$ cat src/rtl/posit_pkg.sv
// Shared posit<32,3> definitions used by both the posit encoder and decoder.
package posit_pkg;

  localparam int NBITS     = 32;
  localparam int ES        = 3;
  localparam int FRAC_W    = 28;
  localparam int K_W       = 11;
  localparam int MAX_SCALE = 240;

  localparam logic [NBITS-1:0] POSIT_NAR    = 32'h8000_0000;
  localparam logic [NBITS-1:0] POSIT_MAXPOS = 32'h7FFF_FFFF;
  localparam logic [NBITS-1:0] POSIT_MINPOS = 32'h0000_0001;

  typedef struct packed {
    logic                  sign;
    logic signed [K_W-1:0] k;
    logic [ES-1:0]         e;
    logic [FRAC_W-1:0]     frac;
    logic                  sticky;
    logic                  zero;
    logic                  nar;
    logic                  sat_max;
    logic                  sat_min;
  } s1_payload_t;

  typedef struct packed {
    logic             sign;
    logic             zero;
    logic             nar;
    logic             sat_max;
    logic             sat_min;
    logic [NBITS-2:0] field;
    logic             guard;
    logic             sticky;
  } s2_payload_t;

endpackage

$ cat src/rtl/posit_regime_gen.sv
// Builds the regime-prefixed 31-bit posit magnitude field plus guard/sticky
// from regime value k, exponent e and fraction.
module posit_regime_gen
  import posit_pkg::*;
(
  input  logic signed [K_W-1:0] k,
  input  logic [ES-1:0]         e,
  input  logic [FRAC_W-1:0]     frac,
  output logic [NBITS-2:0]      field,
  output logic                  guard,
  output logic                  sticky
);

  logic [K_W-1:0] sh;
  logic [63:0]    seed;
  logic [63:0]    shifted;

  // Seed "10" (k>=0) or "01" (k<0) ahead of e/frac; the arithmetic shift then
  // replicates the leading regime digit so the run length comes out right.
  always_comb begin
    sh      = k[K_W-1] ? ~k : k;
    seed    = {(k[K_W-1] ? 2'b01 : 2'b10), e, frac, 31'b0};
    shifted = $signed(seed) >>> sh;
    field   = shifted[63:33];
    guard   = shifted[32];
    sticky  = |shifted[31:0];
  end

endmodule

$ cat src/rtl/posit_enc.sv
// Three-stage posit<32,3> encoder with valid/ready flow control.
// POSIT_ENC_ROUND_EN enables round-to-nearest-even; otherwise the magnitude is truncated.
module posit_enc #(
  parameter int NBITS   = 32,
  parameter int ES      = 3,
  parameter int SCALE_W = 10
) (
  input  logic               clk,
  input  logic               rst,
  input  logic               in_valid,
  output logic               in_ready,
  input  logic               in_sign,
  input  logic               in_zero,
  input  logic               in_nar,
  input  logic [SCALE_W-1:0] in_scale,
  input  logic [27:0]        in_frac,
  input  logic               in_sticky,
  output logic               out_valid,
  input  logic               out_ready,
  output logic [NBITS-1:0]   out_posit
);
  import posit_pkg::*;

`ifdef POSIT_ENC_ROUND_EN
  localparam logic ROUND_EN = 1'b1;
`else
  localparam logic ROUND_EN = 1'b0;
`endif

  localparam logic signed [SCALE_W:0] SCALE_HI = (SCALE_W+1)'(MAX_SCALE);
  localparam logic signed [SCALE_W:0] SCALE_LO = (SCALE_W+1)'(-MAX_SCALE);

  logic             v1_q, v1_d, v2_q, v2_d, v3_q, v3_d;
  s1_payload_t      s1_q, s1_d;
  s2_payload_t      s2_q, s2_d;
  logic [NBITS-1:0] posit_q, posit_d;
  logic             load1, load2, load3;
  logic signed [SCALE_W:0] scale_ext;
  logic [NBITS-2:0] rg_field;
  logic             rg_guard, rg_sticky;
  logic             round_inc;
  logic [NBITS-1:0] mag;

  // A stage loads when empty or when its successor advances, so bubbles collapse.
  always_comb begin
    load3 = !v3_q || out_ready;
    load2 = !v2_q || load3;
    load1 = !v1_q || load2;
  end

  assign in_ready  = load1;
  assign out_valid = v3_q;
  assign out_posit = posit_q;

  always_comb begin
    scale_ext = {in_scale[SCALE_W-1], in_scale};
    v1_d      = v1_q;
    s1_d      = s1_q;
    if (load1) begin
      v1_d = in_valid;
      if (in_valid) begin
        s1_d.sign    = in_sign;
        s1_d.k       = K_W'(scale_ext >>> ES);
        s1_d.e       = in_scale[ES-1:0];
        s1_d.frac    = in_frac;
        s1_d.sticky  = in_sticky;
        s1_d.zero    = in_zero;
        s1_d.nar     = in_nar;
        s1_d.sat_max = scale_ext >= SCALE_HI;
        s1_d.sat_min = scale_ext < SCALE_LO;
      end
    end
  end

  posit_regime_gen u_regime (
    .k      (s1_q.k),
    .e      (s1_q.e),
    .frac   (s1_q.frac),
    .field  (rg_field),
    .guard  (rg_guard),
    .sticky (rg_sticky)
  );

  always_comb begin
    v2_d = v2_q;
    s2_d = s2_q;
    if (load2) begin
      v2_d = v1_q;
      if (v1_q) begin
        s2_d.sign    = s1_q.sign;
        s2_d.zero    = s1_q.zero;
        s2_d.nar     = s1_q.nar;
        s2_d.sat_max = s1_q.sat_max;
        s2_d.sat_min = s1_q.sat_min;
        s2_d.field   = rg_field;
        s2_d.guard   = rg_guard;
        s2_d.sticky  = rg_sticky | s1_q.sticky;
      end
    end
  end

  // Rounding never produces zero or NaR: clamp to minpos / maxpos instead.
  always_comb begin
    round_inc = ROUND_EN & s2_q.guard & (s2_q.field[0] | s2_q.sticky);
    mag       = {1'b0, s2_q.field} + {{(NBITS-1){1'b0}}, round_inc};
    if (mag[NBITS-1]) mag = POSIT_MAXPOS;
    else if (mag == '0) mag = POSIT_MINPOS;
    v3_d    = v3_q;
    posit_d = posit_q;
    if (load3) begin
      v3_d = v2_q;
      if (v2_q) begin
        if (s2_q.nar) begin
          posit_d = POSIT_NAR;
        end else if (s2_q.zero) begin
          posit_d = '0;
        end else begin
          if (s2_q.sat_max)      posit_d = POSIT_MAXPOS;
          else if (s2_q.sat_min) posit_d = POSIT_MINPOS;
          else                   posit_d = mag;
          if (s2_q.sign) posit_d = -posit_d;
        end
      end
    end
  end

  always_ff @(posedge clk or posedge rst) begin
    if (rst) begin
      v1_q    <= 1'b0;
      v2_q    <= 1'b0;
      v3_q    <= 1'b0;
      s1_q    <= '0;
      s2_q    <= '0;
      posit_q <= '0;
    end else begin
      v1_q    <= v1_d;
      v2_q    <= v2_d;
      v3_q    <= v3_d;
      s1_q    <= s1_d;
      s2_q    <= s2_d;
      posit_q <= posit_d;
    end
  end

endmodule

$ cat config.mk
export PLATFORM = sky130hd
export DESIGN_NAME = posit_enc
export DESIGN_NICKNAME = d
export VERILOG_FILES = /design/src/rtl/posit_pkg.sv /design/src/rtl/posit_regime_gen.sv /design/src/rtl/posit_enc.sv
export SDC_FILE = /design/constraint.sdc
export NUM_CORES = 1
export LEC_CHECK = 0
export CAP_MARGIN = 25
export CELL_PAD_IN_SITES_DETAIL_PLACEMENT = 0
export CELL_PAD_IN_SITES_GLOBAL_PLACEMENT = 1
export CORE_UTILIZATION = 50
export CTS_BUF_LIST = sky130_fd_sc_hd__clkbuf_8
export CTS_CLUSTER_SIZE = 14
export DETAILED_ROUTE_END_ITERATION = 16
export PLACE_DENSITY = 0.88
export SYNTH_ARGS = -nofsm -noshare
export SYNTH_HDL_FRONTEND = slang
export SYNTH_HIERARCHICAL = 1
export SYNTH_SLANG_ARGS = --single-unit
$ cat constraint.sdc
create_clock -name clk -period 7.1 [get_ports clk]
set_input_delay 2.13 -clock clk [delete_from_list [all_inputs] [get_ports clk]]
set_output_delay 2.13 -clock clk [all_outputs]
set_load 0.01 [all_outputs]
* Word level (Yosys, flattened, before mapping)
Index checks and enable logic that the tools add are counted.
W data, S select, Z words.
** Word-level totals
- Register bits after elaboration :: 114
- Output and inout bits :: 34
- Word-level logic and storage cells :: 45
** Operators by class
- $add $sub $neg :: 1
- $lt $le $gt $ge :: 2
- Shifts and indexed selects :: 1
- Multiplexer cells :: 12
- Bitwise operators :: 1
- Reductions and logical operators :: 10
** Operator list (count)
- $mux W32 :: 7
- $mux W31 :: 3
- $sshr A64 B11 Y64 :: 1
- $logic_not A32 Y1 :: 1
- $neg A32 Y32 :: 1
- $mux W11 :: 1
- $not A7 Y11 :: 1
- $ge A10 B9 Y1 const B :: 1
- $lt A10 B9 Y1 const B :: 1
- $reduce_and A2 Y1 :: 3
- $logic_not A1 Y1 :: 3
- $logic_or A1 B1 Y1 :: 3
- $mux W2 :: 1

* Logic depth before layout (Yosys ltp)
- Word-level depth :: 12
- Gate-level depth with buffers :: 15
- Depth with buffers taken out :: 11

* Cells and area by module
The synthesis kept the hierarchy.
** Modules (own cells, without submodules)
- posit_enc :: instances 1, cells each 497, area each 5549.1 sq um
- posit_regime_gen :: instances 1, cells each 605, area each 3988.8 sq um

* Worst setup path after synthesis
No wires, ideal clock.
- Path kind :: in2out
- Start point :: in out_ready
- End point :: out in_ready
- Arrival :: 2.416 ns
- Data required time :: 4.970 ns
- Slack :: 2.554 ns
- Stages on the path :: 2
- Path buffers :: 0
- Path through :: nor2b_1 nand3_1
** Between the ends
- Cells in the longest elaborated chain, start to end :: 3
** RTL lines
- start: declaration :: RTL line posit_enc.sv:19 : input logic out_ready,
- $logic_or A1 B1 Y1 :: RTL line posit_enc.sv:46 : load3 = !v3_q || out_ready;
- $logic_or A1 B1 Y1 :: RTL line posit_enc.sv:47 : load2 = !v2_q || load3;
- $logic_or A1 B1 Y1 :: RTL line posit_enc.sv:48 : load1 = !v1_q || load2;
- end: declaration :: RTL line posit_enc.sv:11 : output logic in_ready,
No other way between the ends.

* Worst setup path after layout
Same ends and word-level chain as after synthesis.

==> impl_metrics.ini <==
[critical_path]
required_ns = 4.97
slowest_stage = clkdlybuf4s50_1
crit_path_start_kind = primary input
critPathKind = primary input to output port
end_kind = output port
crit_arrival_ns = 3.36
cp_cell_sequence = clkdlybuf4s50_1 -> nor2b_1 -> nand3_1 -> clkdlybuf4s50_1
cp_max_fo = 3
critPathMaxStageDelay_ns = 0.51
cp_common_cell = clkdlybuf4s50_1

[cts]
clk_pin_slew_ns = 0.11
h-tree-depth = 3
cts.sinks = 112
post_cts_buffers = 0
tritoncts = done
clock_latency_ns = 0.41
hold_buffers = 0
cts_buffers = 9
cts-root-buf = clkbuf_8
cts_buffer_depth = 2
cts_resized = 0

[global_routing]
met2_usage_pct = 49.9
grt_max_degree = 93
busiest_layer = met2
grt_use_met1_pct = 38.6
gr-total-overflow = 0
grt.met3_usage_pct = 3.63
grt_use_total_pct = 29.6
antenna_found_initial = 0
grt_pass1_vias = 7484
grt_pass1_wl_um = 41900

[power_and_ir_drop]
p_int_mw = 1.73
switchingPower_mw = 1.45
power.density_mw_per_mm2 = 322
p_clk_share_pct = 13.4
swShare_pct = 45.6
p_comb_share_pct = 53.1
peakVddDrop_uv = 144
power_frac_seq_pct = 33.5
leakagePower_nw = 3.77

[finish]
drive_above_1_share_pct = 15.9
most-common-layout-cells = 111 x dfrtp_1, 95 x a21oi_1, 83 x mux2_2, 81 x o21ai_0, 76 x clkdlybuf4s50_1
area_growth_pct = 11.5
final_common_cell = dfrtp_1
final_nets = 1069
diodes = 0
fin_util_pct = 57.3

[route]
postRouteAntennaNets = 0
drtIter0Drc = 774
wirelength_um = 26500
vias = 8238
viasPerCell = 6.58
wl_per_cell_um = 21.2
drc_errors = 0
first_pass_iters = 6

[sta]
slew_viol_final = 0
tns_ns = 0
slew_headroom_pct = 19.1
min_period_ns = 5.49
fin_skew_ns = 0.0175
worst_pin_slew_ns = 1.18
fin_crit_sh_pct = 77.3
rsz0062_at_grt = no
setup_violations = 0
fmax_mhz = 182
hold_viol = 0
setup_ws_ns = 1.61

[die]
die_width_um = 135
rows = 48
core-area_mm2 = 0.0173
die_y_um = 135
ioPinCount = 80
die_area_mm2 = 0.0183
initial_utilization_pct = 51.4

[synthesis]
syn-num-nets = 1056
ys_warn_count = 6
netlist_area_mm2 = 0.00888
synth_cells = 1009
synth.avg_cell_area_um2 = 8.80

[min_path]
worstHoldPathType = flip-flop to flip-flop

[run]
drv_cap = 0

[place]
pre_cts_ws_ns = 1.61
port-buffer-count = 76
gp_congestion = 0.974
hpwl_um = 19400

[run_status]
status = finished, final reports clean
[registers in the layout, indices dropped and copies added, names as in the netlist]
signal     count
s1_q          41
s2_q          36
out_posit     32
out_valid      1
v1_q           1
v2_q           1
[metrics by stage]
step | hold WS (ns) | instance area [um2] | power (mW) | std cells
after floorplan | 0.445 | 8880 | 2.20 | 1009
after global placement | 0.461 | 9660 | 2.72 | 1235
after detailed placement | 0.469 | 9660 | 2.74 | 1235
after CTS | 0.497 | 9880 | 3.18 | 1251
after global routing | 0.520 | 9900 | 3.40 | 1252
final | 0.486 | 9900 | 3.19 | 1252
[final cells by class]
| type | instances | area (um2) |
|---|---|---|
| tap | 225 | 282 |
| sequential | 112 | 2810 |
| clock inverter | 7 | 97.6 |
| fill | 1617 | 7390 |
| clock buffer | 9 | 124 |
| inverter | 17 | 66.3 |
| multi-input combinational | 781 | 5570 |
| timing repair buffer | 101 | 961 |
[routing by layer]
metal  vias to the layer above  routed length [um]
li1                       3863                   -
met1                      3958               11100
met2                       347               13000
met3                        70                1450
met4                         0                 964
met5                         -                   0
[power by group through the flow]
stage	Combinational (mW)	Clock (mW)	Sequential, mW
3_5_place_dp	1.66	0	1.08
5_1_grt	1.84	0.464	1.09
6_report	1.69	0.427	1.07
3_3_place_gp	1.65	0	1.07
4_1_cts	1.67	0.441	1.07
2_1_floorplan	1.21	0	0.988
[critical path: cells and delay by family]
family	cells	cell delay, ns
simple gates	2	0.31
buf+inv	2	0.92
[worst paths after layout]
check	startpoint	endpoint	slack [ns]	depth (start not counted)
max in group asynchronous	rst	s1_q[42]	4.00	3
setup reg to reg	s1_q[42]	s2_q[5]	2.79	10
hold reg to reg	out_posit[24]	out_posit[24]	0.49	2
setup / recovery	out_ready	in_ready	1.61	4
hold / removal	out_posit[24]	out_posit[24]	0.49	2
min in group asynchronous	rst	s2_q[30]	2.12	2
No activity file was read; power rests on OpenSTA's default activity.
